**src/rtl/nr_div_pkg.sv**
```systemverilog
// Shared types and sizing helpers for the sequential non-restoring divider.
package nr_div_pkg;

  typedef enum logic [1:0] {IDLE, CALC, FIX, DONE} state_e;

  localparam int WIDTH_DEF = 8;
  localparam int CNT_W_DEF = $clog2(WIDTH_DEF + 1);

  // Iteration counter width for a given operand width.
  function automatic int cnt_width(input int w);
    return $clog2(w + 1);
  endfunction

endpackage

```
**src/rtl/nr_addsub.sv**
```systemverilog
// Width-parameterised adder/subtractor: sub=1 computes a + ~b + 1.
module nr_addsub #(
  parameter int W = 9
) (
  input  logic [W-1:0] a,
  input  logic [W-1:0] b,
  input  logic         sub,
  output logic [W-1:0] sum,
  output logic         cout
);

  logic [W-1:0] b_eff;

  assign b_eff       = sub ? ~b : b;
  assign {cout, sum} = {1'b0, a} + {1'b0, b_eff} + {{W{1'b0}}, sub};

endmodule

```
**src/rtl/nr_divider_seq.sv**
```systemverilog
// Sequential non-restoring divider: one quotient bit per clock, signed or unsigned,
// with divide-by-zero and MIN/-1 overflow short-cuts straight to the result state.
module nr_divider_seq
  import nr_div_pkg::*;
#(
  parameter int WIDTH     = 8,
  parameter bit SIGNED_EN = 1
) (
  input  logic             clk,
  input  logic             rst_n,
  input  logic             in_valid,
  output logic             in_ready,
  input  logic [WIDTH-1:0] dividend,
  input  logic [WIDTH-1:0] divisor,
  input  logic             signed_mode,
  output logic             out_valid,
  input  logic             out_ready,
  output logic [WIDTH-1:0] quotient,
  output logic [WIDTH-1:0] remainder,
  output logic             div_by_zero,
  output logic             overflow
);

  localparam int CW = cnt_width(WIDTH);

  state_e           state_q;
  logic [WIDTH:0]   acc_q;
  logic [WIDTH-1:0] qm_q, ym_q;
  logic [CW-1:0]    cnt_q;
  logic             sx_q, qneg_q;
  logic             in_ready_q, out_valid_q, dbz_q, ovf_q;
  logic [WIDTH-1:0] quot_q, rem_q;

  logic             sgn_en, x_neg, y_neg, is_ovf;
  logic [WIDTH-1:0] x_mag, y_mag;
  logic [WIDTH:0]   as_a, as_b, as_sum, rem_fix;
  logic             as_sub, as_cout;
  logic [WIDTH-1:0] rem_mag, q_res, r_res;

  assign sgn_en = SIGNED_EN && signed_mode;
  assign x_neg  = sgn_en & dividend[WIDTH-1];
  assign y_neg  = sgn_en & divisor[WIDTH-1];
  assign x_mag  = x_neg ? -dividend : dividend;
  assign y_mag  = y_neg ? -divisor : divisor;
  assign is_ovf = sgn_en && (dividend == {1'b1, {(WIDTH-1){1'b0}}}) && (&divisor);

  // One adder serves both the per-bit step (CALC) and the final restore (FIX).
  assign as_a   = (state_q == CALC) ? {acc_q[WIDTH-1:0], qm_q[WIDTH-1]} : acc_q;
  assign as_b   = {1'b0, ym_q};
  assign as_sub = (state_q == CALC) ? ~acc_q[WIDTH] : 1'b0;

  nr_addsub #(.W(WIDTH + 1)) u_addsub (
    .a   (as_a),
    .b   (as_b),
    .sub (as_sub),
    .sum (as_sum),
    .cout(as_cout)
  );

  assign rem_fix = acc_q[WIDTH] ? as_sum : acc_q;
  assign rem_mag = rem_fix[WIDTH-1:0];
  assign q_res   = qneg_q ? -qm_q : qm_q;
  assign r_res   = sx_q ? -rem_mag : rem_mag;

  always_ff @(posedge clk or negedge rst_n) begin
    if (!rst_n) begin
      state_q     <= IDLE;
      acc_q       <= '0;
      qm_q        <= '0;
      ym_q        <= '0;
      cnt_q       <= '0;
      sx_q        <= 1'b0;
      qneg_q      <= 1'b0;
      in_ready_q  <= 1'b1;
      out_valid_q <= 1'b0;
      dbz_q       <= 1'b0;
      ovf_q       <= 1'b0;
      quot_q      <= '0;
      rem_q       <= '0;
    end else begin
      case (state_q)
        IDLE: if (in_valid && in_ready_q) begin
          in_ready_q <= 1'b0;
          dbz_q      <= 1'b0;
          ovf_q      <= 1'b0;
          if (divisor == '0) begin
            quot_q      <= '1;
            rem_q       <= dividend;
            dbz_q       <= 1'b1;
            out_valid_q <= 1'b1;
            state_q     <= DONE;
          end else if (is_ovf) begin
            quot_q      <= dividend;
            rem_q       <= '0;
            ovf_q       <= 1'b1;
            out_valid_q <= 1'b1;
            state_q     <= DONE;
          end else begin
            acc_q   <= '0;
            qm_q    <= x_mag;
            ym_q    <= y_mag;
            cnt_q   <= '0;
            sx_q    <= x_neg;
            qneg_q  <= x_neg ^ y_neg;
            state_q <= CALC;
          end
        end
        CALC: begin
          acc_q <= as_sum;
          qm_q  <= {qm_q[WIDTH-2:0], ~as_sum[WIDTH]};
          cnt_q <= cnt_q + 1'b1;
          if (cnt_q == CW'(WIDTH - 1)) state_q <= FIX;
        end
        FIX: begin
          quot_q      <= q_res;
          rem_q       <= r_res;
          out_valid_q <= 1'b1;
          state_q     <= DONE;
        end
        DONE: if (out_ready) begin
          out_valid_q <= 1'b0;
          in_ready_q  <= 1'b1;
          state_q     <= IDLE;
        end
        default: state_q <= IDLE;
      endcase
    end
  end

  assign in_ready    = in_ready_q;
  assign out_valid   = out_valid_q;
  assign quotient    = quot_q;
  assign remainder   = rem_q;
  assign div_by_zero = dbz_q;
  assign overflow    = ovf_q;

endmodule
```
**config.mk**
```make
export PLATFORM = sky130hd
export DESIGN_NAME = nr_divider_seq
export DESIGN_NICKNAME = d
export VERILOG_FILES = /design/src/rtl/nr_div_pkg.sv /design/src/rtl/nr_addsub.sv /design/src/rtl/nr_divider_seq.sv
export SDC_FILE = /design/constraint.sdc
export NUM_CORES = 1
export LEC_CHECK = 0
export ABC_AREA = 1
export CAP_MARGIN = 30
export CORE_MARGIN = 2
export CORE_UTILIZATION = 52
export DETAILED_ROUTE_END_ITERATION = 10
export GPL_TIMING_DRIVEN = 0
export PLACE_DENSITY = 0.77
export SLEW_MARGIN = 20
export SYNTH_ARGS = -nofsm -noshare
export SYNTH_HDL_FRONTEND = slang
export SYNTH_SLANG_ARGS = --single-unit
```
**constraint.sdc**
```tcl
create_clock -name clk -period 2.7 [get_ports clk]
set_input_delay 0.405 -clock clk [delete_from_list [all_inputs] [get_ports clk]]
set_output_delay 0.405 -clock clk [all_outputs]
set_load 0.01 [all_outputs]
```
==> results_dict.tcl, run 1 <==
set metrics [dict create \
    async_flop_share 1.00 \
    wl_um 10400 \
    worst_path_largest_cell_delay_ns 0.48 \
    start_util 0.543 \
    synth-edff-count 0 \
    chipWidth_um 91.5 \
    p_leak_nw 2.32 \
    cts_tree "built" \
    yosys.cell_types.count 50 \
    cp_slowest_cell "fa_2" \
    multi_input_area_um2 2530 \
    ys_seq_area_frac 0.334 \
    min_path_type "input pin to asynchronous set/reset pin" \
    setup_ws_ns 0.0252 \
    portBuffers 40 \
    p_sw_mw 3.40 \
    critical_path_class "flop to flop" \
    path_cells "inv_2 > ha_4 > buf_6 > buf_12 > nand2_8 > xor2_4 > fa_2 > o21ai_2 > inv_2 > ha_4 > inv_2 > nor2_1 > nand3_1 > nand2_2 > a21oi_2 > o21ai_1 > a21oi_1" \
    seq_area_um2 1330 \
    ioPinCount 41 \
    internal_power_mw 3.56 \
    holdWs_ns 0.0913 \
    cts.sinks 53 \
    worst_clock_skew_ns 0.0116 \
    via_count 3744 \
    powerDensity_nw_per_um2 1370 \
    dieArea_um2 8360 \
    relSlewSlack 0.540 \
    cts_buffer_depth 2 \
    maxCapViolCount 0 \
    grtUsageTotal 0.244 \
    p_seq_frac 0.201 \
    ys_seq_elements 53 \
    antenna_found_initial 0 \
    n_fill_cell 577 \
    fin_crit_ns 2.67 \
    hold_viol_final 0 \
    syn_nets 548 \
    clkTransAtPathRegs_ns 0.10 \
    worstSkewPairLatency_ns 0.33 \
    rsz0062_at_grt "yes" \
    fin_area_um2 5100 \
    numCtsBuffers 5 \
    worst_pin_slew_ns 0.690 \
    drive_above_1_share 0.287 \
    synth.area.top_cells "dfrtp_1 (33%), nand2_1 (9.7%), inv_1 (5.9%), ha_1 (5.7%), o21ai_0 (4.8%)" \
    startpoint_type "flop" \
    dpl.hpwl_um 7520 \
    drt_first_iter_violations 297 \
    period_share 0.991 \
    ys_top_cells_by_count "nand2_1 (103), inv_1 (62), dfrtp_1 (52), o21ai_0 (38), nor2_1 (35)" \
    grt_max_degree 54 \
    postSynthCellCount 508 \
    reg2reg_depth 17 \
    status "finished, final reports clean" \
    power_mw 6.97 \
    worst_path_most_repeated_cell "inv_2" \
    crit_path_end_kind "flop" \
    sw_frac_of_total 0.489 \
    fmax_mhz 374 \
    synthFlopType "dfrtp_1" \
    synth_area_per_cell_um2 7.83 \
    n_antenna_cell 0 \
    drc 0 \
    cts_root_buf "clkbuf_8" \
    vias_per_cell 5.52 \
    die-height_um 91.5 \
    worstPathRequired_ns 2.96 \
    antenna_left 0 \
    avgRoutedWirePerCell_um 15.3 \
    clkPwrFrac 0.067 \
    h-tree-depth 2 \
    yosysTopAreaCellShare 0.327 \
    nNetsFinal 618 \
    slew_viol_final 0 \
    setup_viol 0 \
    dp.cells 648 \
    arrival_ns 2.94 \
    grt_pass1_wl_um 16300 \
    grt_pass1_vias 3464 \
    num_rows 31 \
    core_um2 7330 \
    dr.pass1.iters 5 \
    place_area_um2 4510 \
    combPwrFrac 0.732 \
    ir_drop_v 0.000540 \
    yosysMostFrequentCell "nand2_1" \
    crit_fanout 8 \
    stdcell_count 678 \
    synth_top_area_cell "dfrtp_1" \
    syn2layout_area_growth_pct 28.1 \
    netlist_area_um2 3980 \
    yosysWarnings 0 \
    dp_slack_ns -0.376 \
    overflow 0 \
    gp_congestion 0.923 \
]
==> cell families after synthesis <==
kind of cell,share of synthesized area
simple gates,0.273
flops,0.334
fa+ha+maj,0.0617
xor+xnor,0.0396
buf+inv,0.103
compound gates,0.189
==> through the flow <==
step                utilization  TNS [ns]
floorplan                     -         0
global placement          0.615    -22.80
detailed placement        0.616     -2.33
CTS                       0.651         0
global route              0.695    -0.673
finish                    0.695         0
==> repair_timing <==
action	CTS	global route
buffers inserted	13	9
pin swaps	11	27
resized for setup	25	54
endpoints found under the setup margin	11	9
hold buffers	0	0
==> layer usage <==
metal,vias up,routed length (µm),GRT usage
li1,1836,-,-
met1,1765,4410,0.315
met2,128,5180,0.409
met3,15,656,0.0456
met4,0,129,0.0833
met5,-,0,0
==> critical path: cells and delay by family (launching register included) <==
| kind | cells | cell delay (ns) |
|---|---|---|
| buffers and inverters | 5 | 0.44 |
| adders and majority gates | 3 | 0.80 |
| xor gates and xnor gates | 1 | 0.18 |
| AOI/OAI and AO/OA | 4 | 0.52 |
| DFF | 1 | 0.38 |
| and+or+nand+nor | 4 | 0.30 |
==> layout by cell type (no fill, tap or decap), types with 9 or more instances in the layout <==
| master | instances |
|---|---|
| a21oi_1 | 26 |
| a21oi_2 | 9 |
| a31oi_1 | 9 |
| buf_4 | 23 |
| clkdlybuf4s50_1 | 39 |
| dfrtp_1 | 52 |
| ha_1 | 12 |
| inv_1 | 57 |
| inv_2 | 13 |
| nand2_1 | 85 |
| nand2_2 | 27 |
| nand3_1 | 20 |
| nand3_2 | 16 |
| nor2_1 | 33 |
| o21ai_0 | 29 |
| xor2_1 | 10 |
==> final timing paths <==
path / slack, ns / start / end
min: 0.09 / rst_n / remainder[5]$_DFFE_PN0P_
max: 0.03 / state_q[1]$_DFFE_PN0P_ / remainder[4]$_DFFE_PN0P_
min reg2reg: 0.50 / div_by_zero$_DFFE_PN0P_ / div_by_zero$_DFFE_PN0P_
min in group clk: 0.50 / div_by_zero$_DFFE_PN0P_ / div_by_zero$_DFFE_PN0P_
max reg2reg: 0.03 / state_q[1]$_DFFE_PN0P_ / remainder[4]$_DFFE_PN0P_
max in group asynchronous: 2.12 / rst_n / ym_q[7]$_DFFE_PN0P_
==> flip-flops by register name, indices dropped and copies added (netlist names) <==
name         cells
sx_q             1
cnt_q            4
in_ready         1
acc_q            9
qneg_q           1
out_valid        1
state_q          2
ym_q             8
div_by_zero      1
qm_q             8
remainder        8
quotient         8
overflow         1
==> area by class of cell <==
| class | instances | area share |
|---|---|---|
| inverters | 73 | 0.0567 |
| plain buffers | 14 | 0.0304 |
| multi-input cells | 368 | 0.497 |
| flip-flops and latches | 53 | 0.260 |
| clock inverters | 1 | 0.00147 |
| clock buffers | 7 | 0.0150 |
| repair buffers | 63 | 0.115 |
| well taps | 99 | 0.0243 |
==> power by group through the flow <==
| stage | clock, mW | sequential (mW) | combinational, mW |
|---|---|---|---|
| after floorplan | 0 | 1.42 | 2.94 |
| after global placement | 0 | 1.38 | 3.88 |
| after detailed placement | 0 | 1.40 | 3.99 |
| after CTS | 0.468 | 1.38 | 4.35 |
| after global routing | 0.500 | 1.45 | 5.57 |
| final | 0.468 | 1.40 | 5.10 |
Power figures use the tool's default switching activity.
==> run 2, diff against run 1 <==
--- a/config.mk
+++ b/config.mk
@@ -7,7 +7,6 @@
 export LEC_CHECK = 0
 export ABC_AREA = 1
 export CAP_MARGIN = 30
-export CORE_MARGIN = 2
 export CORE_UTILIZATION = 52
 export DETAILED_ROUTE_END_ITERATION = 10
 export GPL_TIMING_DRIVEN = 0
==> run 2 against run 1 <==
- via count rose by 2.1%
- clock skew fell by 0.0061 ns
- the run now ends with negative setup slack left
- clock-buffer cell count did not move
- largest cell class unchanged
- clock power rose by 6.6%
- hold slack improved by 0.033 ns
- first-iteration DRC count rose by 19%
- critical path depth rose by 3
- fmax fell by 2.7%
- register-to-register slack got worse by 0.08 ns
- flip-flop and latch count did not move
==> results_dict.tcl, run 2 (same netlist as run 1, synthesis figures left out) <==
set metrics [dict create \
    status "finished with violations" \
    violations "negative setup slack" \
    cts_root_buf "clkbuf_8" \
    period_share 1.02 \
    clkPwrFrac 0.071 \
    grtUsageTotal 0.276 \
    final_cell_mix "nand2_1 (88), inv_1 (57), dfrtp_1 (52)" \
    hold_viol_final 0 \
    path_cells "inv_2 > ha_4 > buf_12 > nand2_8 > buf_6 > xnor2_1 > ha_1 > nand2_1 > nand2_2 > a21oi_2 > nand2_1 > nand2_2 > nand3_2 > nand2_2 > nand2_2 > nand2_2 > nand2_1 > nand2_1 > nand3_2 > a21oi_2" \
    reg2reg_from "state_q[1]$_DFFE_PN0P_" \
    worst_clock_skew_ns 0.00557 \
    cp-startpoint "state_q[1]$_DFFE_PN0P_" \
    rsz0062_at_grt "yes" \
    fin_tns_setup_ns -0.0990 \
    ioPinCount 41 \
    dieArea_um2 8000 \
    portBuffers 40 \
    setup_ws_ns -0.0501 \
    arrival_ns 2.99 \
    maxCapViolCount 0 \
    cp_slowest_cell "dfrtp_1" \
    slew_viol_final 0 \
    reg2reg_depth 20 \
    crit_fanout 5 \
    via_count 3824 \
    relSlewSlack 0.537 \
    grt_max_degree 54 \
    fmax_mhz 364 \
    drc 0 \
    gp_congestion 0.959 \
    final_util 0.682 \
    grt_pass1_wl_um 16600 \
    sw_frac_of_total 0.490 \
    chipWidth_um 89.5 \
    regMostFlops "acc_q" \
    worst_path_largest_cell_delay_ns 0.41 \
    antenna_found_initial 0 \
    n_antenna_cell 0 \
    ff2ff_setup_slack_ns -0.05 \
    final_common_cell "nand2_1" \
    critical_path_class "flop to flop" \
    p_seq_frac 0.201 \
    vias_per_cell 5.63 \
    min_path_type "input pin to asynchronous set/reset pin" \
    startpoint_type "flop" \
    overflow 0 \
    internal_power_mw 3.56 \
    cts_tree "built" \
    n_fill_cell 580 \
    num_rows 31 \
    drt_first_iter_violations 354 \
    numCtsBuffers 5 \
    start_util 0.543 \
    drive_above_1_share 0.266 \
    grt_pass1_vias 3585 \
    cts_buffer_depth 2 \
    avgRoutedWirePerCell_um 15.9 \
    powerDensity_nw_per_um2 1400 \
    setup_viol 2 \
    dr.pass1.iters 7 \
    die-height_um 89.5 \
    core_um2 7330 \
    worst_pin_slew_ns 0.695 \
    largest_reg_flops 9 \
    worst_path_most_repeated_cell "nand2_2" \
    antenna_left 0 \
    crit_path_end_kind "flop" \
    p_leak_nw 2.28 \
    dpl.hpwl_um 7530 \
    seq_area_um2 1330 \
    combPwrFrac 0.727 \
    worstSkewPairLatency_ns 0.31 \
    fin_crit_ns 2.75 \
    cts.sinks 53 \
    worstPathRequired_ns 2.94 \
    multi_input_area_um2 2430 \
    p_sw_mw 3.42 \
    h-tree-depth 2 \
    nNetsFinal 619 \
    clkTransAtPathRegs_ns 0.10 \
    wl_um 10800 \
    ir_drop_v 0.000568 \
    syn2layout_area_growth_pct 25.7 \
]
-- run 2: worst paths after layout --
| path | end |
|---|---|
| max | remainder[7]$_DFFE_PN0P_ |
| min | ym_q[6]$_DFFE_PN0P_ |
| max reg2reg | remainder[7]$_DFFE_PN0P_ |
| min reg2reg | ym_q[2]$_DFFE_PN0P_ |
| max in group asynchronous | acc_q[8]$_DFFE_PN0P_ |
| min in group clk | ym_q[2]$_DFFE_PN0P_ |
-- run 2: layout make-up --
type | count | share of cell area
Buffer | 13 | 0.0250
Clock buffer | 7 | 0.0193
Clock inverter | 1 | 0.00100
Inverter | 73 | 0.0578
Multi-Input combinational cell | 368 | 0.486
Sequential cell | 53 | 0.265
Tap cell | 99 | 0.0248
Timing Repair Buffer | 65 | 0.121
-- run 2: power groups by stage --
stage	Clock (mW)	Sequential [mW]	Combinational (mW)
2_1_floorplan	0	1.42	2.94
3_3_place_gp	0	1.38	3.87
3_5_place_dp	0	1.41	4.00
6_report	0.499	1.41	5.08
4_1_cts	0.505	1.39	4.47
5_1_grt	0.527	1.45	5.54
-- run 2: stage by stage --
step	instance area (µm²)	worst slack [ns]	std cells	total power, mW	hold slack (ns)
floorplan	3990	0.0187	508	4.36	0.109
global placement	4510	-0.374	647	5.26	0.468
detailed placement	4510	-0.346	648	5.41	0.474
CTS	4820	0.000818	670	6.37	0.152
global route	5000	-0.260	679	7.51	0.192
finish	5000	-0.0501	679	6.99	0.124
-- run 2: critical path: cells and delay by family, from the launching register on --
kind,cells,cell delay (ns)
xor+xnor,1,0.12
simple gates,12,0.96
compound gates,2,0.29
flops,1,0.41
buf+inv,3,0.35
fa+ha+maj,2,0.54
-- run 2: what timing repair did --
action	CTS	global route
setup buffers	14	10
hold buffers	0	0
resized for setup	25	33
pin swaps	12	24
hold endpoints to repair	0	0
endpoints found under the setup margin	10	9
-- run 2: metal layers --
layer  track usage  part of all wire  vias to the layer above
li1              -                 -                     1821
met1         0.344              0.42                     1826
met2         0.486              0.50                      153
met3        0.0388             0.056                       24
met4        0.0952             0.026                        0
met5             0                 0                        -
